### config.mk
export PLATFORM = sky130hd
export DESIGN_NAME = alu_issue_ctrl
export DESIGN_NICKNAME = d
export VERILOG_FILES = /design/src/rtl/alu_issue_ctrl.sv
export SDC_FILE = /design/constraint.sdc
export NUM_CORES = 1
export LEC_CHECK = 0
export CAP_MARGIN = 20
export CORE_MARGIN = 3
export CORE_UTILIZATION = 43
export DETAILED_ROUTE_END_ITERATION = 16
export MAX_ROUTING_LAYER = met4
export PLACE_DENSITY = 0.86
export SYNTH_ARGS = -nofsm -noshare
export SYNTH_HDL_FRONTEND = slang
export SYNTH_SLANG_ARGS = --single-unit
export TNS_END_PERCENT = 30
### constraint.sdc
create_clock -name clk_i -period 3.53 [get_ports clk_i]
set_input_delay 0.8825 -clock clk_i [delete_from_list [all_inputs] [get_ports clk_i]]
set_output_delay 0.8825 -clock clk_i [all_outputs]
set_load 0.01 [all_outputs]
### src/rtl/alu_issue_ctrl.sv
// Issue/collect controller for the combinational ALU: decodes a request into an
// ALU control code, holds operands for a multicycle window, and returns the result.
module alu_issue_ctrl #(
  parameter int unsigned MUL_LAT = 4,
  parameter int unsigned CNT_W   = 4
) (
  input  logic        clk_i,
  input  logic        rst_i,
  input  logic        valid_i,
  output logic        ready_o,
  input  logic [1:0]  ALUOp_i,
  input  logic [5:0]  funct_i,
  input  logic [31:0] data1_i,
  input  logic [31:0] data2_i,
  output logic [2:0]  ALUCtrl_o,
  output logic [31:0] alu_data1_o,
  output logic [31:0] alu_data2_o,
  input  logic [31:0] alu_data_i,
  input  logic        alu_Zero_i,
  output logic        valid_o,
  input  logic        ready_i,
  output logic [31:0] data_o,
  output logic        Zero_o,
  output logic        illegal_o
);

  localparam logic [2:0]       CODE_AND = 3'b000;
  localparam logic [2:0]       CODE_OR  = 3'b001;
  localparam logic [2:0]       CODE_ADD = 3'b010;
  localparam logic [2:0]       CODE_SUB = 3'b011;
  localparam logic [2:0]       CODE_MUL = 3'b100;
  localparam logic [CNT_W-1:0] MUL_CNT  = CNT_W'(MUL_LAT - 1);

  typedef enum logic [1:0] {
    IDLE = 2'd0,
    EXEC = 2'd1,
    RESP = 2'd2
  } state_t;

  state_t           state, state_next;
  logic [CNT_W-1:0] cnt, cnt_next;
  logic [2:0]       dec_code;
  logic             dec_illegal;
  logic             illegal_pend;
  logic             accept;
  logic             capture;

  assign accept  = (state == IDLE) && valid_i;
  assign capture = (state == EXEC) && (cnt == '0);

  // Request decode; anything unrecognised falls back to add and is flagged.
  always_comb begin
    dec_code    = CODE_ADD;
    dec_illegal = 1'b0;
    case (ALUOp_i)
      2'b00: dec_code = CODE_ADD;
      2'b01: dec_code = CODE_SUB;
      2'b10: begin
        case (funct_i)
          6'b100100: dec_code = CODE_AND;
          6'b100101: dec_code = CODE_OR;
          6'b100000: dec_code = CODE_ADD;
          6'b100010: dec_code = CODE_SUB;
          6'b011000: dec_code = CODE_MUL;
          default:   dec_illegal = 1'b1;
        endcase
      end
      default: dec_illegal = 1'b1;
    endcase
  end

  always_ff @(posedge clk_i) begin
    if (rst_i) begin
      state <= IDLE;
      cnt   <= '0;
    end else begin
      state <= state_next;
      cnt   <= cnt_next;
    end
  end

  always_comb begin
    state_next = state;
    cnt_next   = cnt;
    case (state)
      IDLE: begin
        if (valid_i) begin
          state_next = EXEC;
          cnt_next   = (dec_code == CODE_MUL) ? MUL_CNT : '0;
        end
      end
      EXEC: begin
        if (cnt == '0) state_next = RESP;
        else           cnt_next   = cnt - CNT_W'(1);
      end
      RESP: begin
        if (ready_i) state_next = IDLE;
      end
      default: state_next = IDLE;
    endcase
  end

  // ALU-side operands/code only change on accept, so they are stable through EXEC.
  always_ff @(posedge clk_i) begin
    if (rst_i) begin
      ready_o      <= 1'b1;
      valid_o      <= 1'b0;
      ALUCtrl_o    <= CODE_AND;
      alu_data1_o  <= '0;
      alu_data2_o  <= '0;
      illegal_pend <= 1'b0;
      data_o       <= '0;
      Zero_o       <= 1'b0;
      illegal_o    <= 1'b0;
    end else begin
      ready_o <= (state_next == IDLE);
      valid_o <= (state_next == RESP);
      if (accept) begin
        ALUCtrl_o    <= dec_code;
        alu_data1_o  <= data1_i;
        alu_data2_o  <= data2_i;
        illegal_pend <= dec_illegal;
      end
      if (capture) begin
        data_o    <= alu_data_i;
        Zero_o    <= alu_Zero_i;
        illegal_o <= illegal_pend;
      end
    end
  end

endmodule

==> results list <==
* Flip-flop and latch count after synthesis: 110
- Post-route fraction of the period consumed by the critical path: 69.7%
- For this block, the initial DRC count from the detailed router was 222.
* Final Net Count: 816
* Clk root buf: sky130_fd_sc_hd__clkbuf_8
- Detailed-route wire length per cell: about 14 microns
* Cells along the critical path: clkdlybuf4s50_1 -> or3b_2 -> buf_4 -> nand2_1 -> a21oi_1
* Commonest non-fill, non-tap cell in the layout: sky130_fd_sc_hd__clkdlybuf4s50_1
* Maximum net fanout on the critical path: about 40
- The routed design has 12000 microns of wire.
- Entering global routing, the biggest net connects 62 pins.
* Share of layout cells above drive strength 1: 4.53%
- Antenna violations before repair: 0
* Worst-case register-to-register setup slack: 1540 ps
- Max-cap violations in this run came to 0.
- Post-synth EDFFs: 0
- Avg Synthesized Cell Area: between 8 and 9 sq um
- Pin placement for this block handled around 210 I/O pins.
- Counting cells, the worst reg-to-reg path comes to 5.
- Port-buffer cells: 211
- The worst-case IR drop observed on VDD is 0.000267 V.
* Static leakage: 2.32 nW
* Resized Gates After CTS: 0
- Endpoint of the worst hold path: alu_data1_o[6]$_SDFFE_PP0P_
- Worst-path clk slew: 100 ps
* Final setup violation count: 0
* Area of the core region: between 9000 and 10000 sq um
- For the finished layout, the period the worst path requires is 2460 ps.
- The clock passes through at most 2 buffers.
- CP Data Arrival Time: approximately 2700 ps
* Main combinational cell family by area after synthesis: simple AND/OR/NAND/NOR gates
- The Yosys step of the flow raised 0 warnings.
- TritonCTS clock tree: built
* H-tree lvl count: 3
- Once detail routing completed, the nets flagged for antenna violations numbered 0.
- On the final layout, the worst clock skew is 9.62 ps.
- The top cell types in the final layout, fill and taps aside, are sky130_fd_sc_hd__clkdlybuf4s50_1 (210), sky130_fd_sc_hd__nand2_1 (134), sky130_fd_sc_hd__dfxtp_1 (110).
- The endpoint identified for the worst register-to-register timing path is data_o[2]$_SDFFE_PP0P_.
* Tightest slew margin relative to the limit: about a third
* Placed instance count: 819
* Nature of the critical path endpoint: register
* X dimension of the die: 104 microns
* Worst endpoint required time: 3750 ps
- The synthesized netlist occupies a cell area of 4160 sq um.
* Fmax achieved: 407 MHz
- Among all stages on the critical path, the largest delay is contributed by sky130_fd_sc_hd__or3b_2.
* Sort of element at the start of the critical path: input port
- Number of post-CTS setup repair buffers: 0
- Mux contribution to synthesized area: 0.481%
- Worst setup slack after placement: 696 ps
* Number of instances in the synthesized netlist: just over 500
- After Yosys synthesis, and, or, nand and nor cells account for 21.3% of the synthesized area.
- Wire length of the first global-routing pass: 19300 microns
- Pre-antenna DRT Iters: 5
- Initial Util: 44.6%
- Area delta synth->final: 56.4%
* Placed inst area: 6320 sq um
- WHS: 457 ps
* Via density per instance: between 5 and 6
- In this design, the stage delay of the slowest critical-path cell is 720 ps.
* Sequential share of the synthesized area: around 53%
- Among all flip-flop cells after synthesis, the most frequent one is sky130_fd_sc_hd__dfxtp_1.
* Outcome: finished, final reports clean
- Adder-cell share of the synthesized area: between 1.5 and 2%
- Setup repair after global routing missed its margin: no
- Number of global-route vias before repair: around 4100
- Overall track demand over capacity in global routing: 21.8%
- Fin area: 6500 sq um
- CTS buffer count: 9
* Number of distinct standard cells referenced by the synthesized netlist: 39
- Total inserted antenna cells: 0
- For this design, the sink count on the clock tree is 110.
- Summing the areas of all compound-gate instances in the mapped netlist gives 18.8% of the synthesized area.
* Origin of the critical flop-to-flop path: cnt[0]$_SDFFE_PP0P_
- Overall power consumption after layout is estimated at around 3.3 mW.
- The HPWL after detailed placement is just under 9000 microns.
- Clock latency reported for the late side of the worst-skew pair: 350 ps
- By startpoint and endpoint, the worst setup path is classified as input port to register.
- Hold path depth: 2
* Vertical die dimension: 104 microns
* Path type of the worst min-delay path: register to register
- The final number of hold-violating endpoints came to 0.
* Number of slew-limit violations in the final report: 0
- The die covers approximately 11000 sq um.
- Post-synthesis async set-or-reset flop share: 0%
* Number of vias after detailed routing: 4249
* Layout Utilization: 69.7%
- Dividing total power by cell area gives a power density of 510 nW/um^2.
* HP Start: alu_data1_o[6]$_SDFFE_PP0P_
- Summing the areas of all xor and xnor instances in the mapped netlist gives 0% of the synthesized area.
- Adding up every negative setup slack in the final design gives 0 ps.
* Number of buffers added to fix hold violations after cts: 0
* Post-synth net total: 629
- The total overflow left after global routing is 0.
* Worst setup slack after layout: 1070 ps
* Remaining routing DRC violations: 0
- GPL Wtd Cong: 0.795
- Slew at the pin with the worst max-slew slack: roughly 1000 ps
* Number of cell rows: 35
- The count of cells in the finished layout, fillers not included, comes to 836.
## logic make-up (layout without fill, tap and decap cells)
kind of cell | after synthesis | in the layout
multiplexers | 2 | 2
AND/OR/NAND/NOR | 198 | 198
buffers and inverters | 51 | 243
flip-flops | 110 | 110
adder cells (fa/ha/maj) | 5 | 5
AO/OA/AOI/OAI | 149 | 149
## critical path: cells and delay by family
kind	cells	cell delay, ps
AOI/OAI and AO/OA	1	70
buffers and inverters	2	860
and+or+nand+nor	2	840
## cells in the mapped netlist, types with 2 or more instances
cell                       number  area, sq um
sky130_fd_sc_hd__a21oi_1      101          505
sky130_fd_sc_hd__nand4b_1       2         17.5
sky130_fd_sc_hd__dfxtp_1      110         2200
sky130_fd_sc_hd__o21ai_1        5         25.0
sky130_fd_sc_hd__nor2_1         3         11.3
sky130_fd_sc_hd__nand2_1      134          503
sky130_fd_sc_hd__nor3b_1        2         15.0
sky130_fd_sc_hd__buf_2          4         20.0
sky130_fd_sc_hd__inv_1          8         30.0
sky130_fd_sc_hd__nand3_1       36          180
sky130_fd_sc_hd__nand2b_1       2         12.5
sky130_fd_sc_hd__or4_1          2         15.0
sky130_fd_sc_hd__o21ai_0       31          155
sky130_fd_sc_hd__clkbuf_1      36          135
sky130_fd_sc_hd__or3b_2         2         17.5
sky130_fd_sc_hd__nor3_1         3         15.0
sky130_fd_sc_hd__buf_1          2         7.51
sky130_fd_sc_hd__or3b_1         2         17.5
sky130_fd_sc_hd__or3_1          2         12.5
sky130_fd_sc_hd__a211oi_1       4         30.0
sky130_fd_sc_hd__ha_1           5         62.6
sky130_fd_sc_hd__mux2i_1        2         20.0
## registers in the layout (all words and copies together), names as in the netlist
register	count
state	2
alu_data1_o	32
alu_data2_o	32
Zero_o	1
illegal_pend	1
illegal_o	1
ALUCtrl_o	3
valid_o	1
cnt	4
ready_o	1
data_o	32
## worst max-delay path by stage
stage	from	endpoint	slack, ps	cells after the start
after detailed placement	valid_i	alu_data1_o[27]$_SDFFE_PP0P_	700	5
after CTS	valid_i	alu_data1_o[25]$_SDFFE_PP0P_	1080	5
after global routing	valid_i	alu_data1_o[22]$_SDFFE_PP0P_	970	5
after floorplan	valid_i	ALUCtrl_o[1]$_SDFFE_PP0P_	1610	5
final	valid_i	alu_data1_o[27]$_SDFFE_PP0P_	1070	5
after global placement	valid_i	alu_data1_o[31]$_SDFFE_PP0P_	750	5
## report_power, final
group          total, mW  switching [mW]  internal (mW)
Sequential          1.49          0.0905           1.40
Clock              0.668           0.411          0.258
Combinational       1.15           0.617          0.537
## routing by layer
layer  share of wire [%]  global-route usage, %  wire (microns)
met5                   0                      -               0
met4                 2.2                   7.69             259
met3                 7.3                   5.21             873
met2                  49                   36.3            5950
met1                  41                   25.8            4940
## area by class of cell
type	count	area, sq um
Fill cell	777	2820
Clock buffer	11	131
Clock inverter	5	36.3
Inverter	8	30.0
Sequential cell	110	2200
Timing Repair Buffer	219	2180
Tap cell	129	161
Multi-Input combinational cell	354	1770
(Power assumes the default switching activity.)
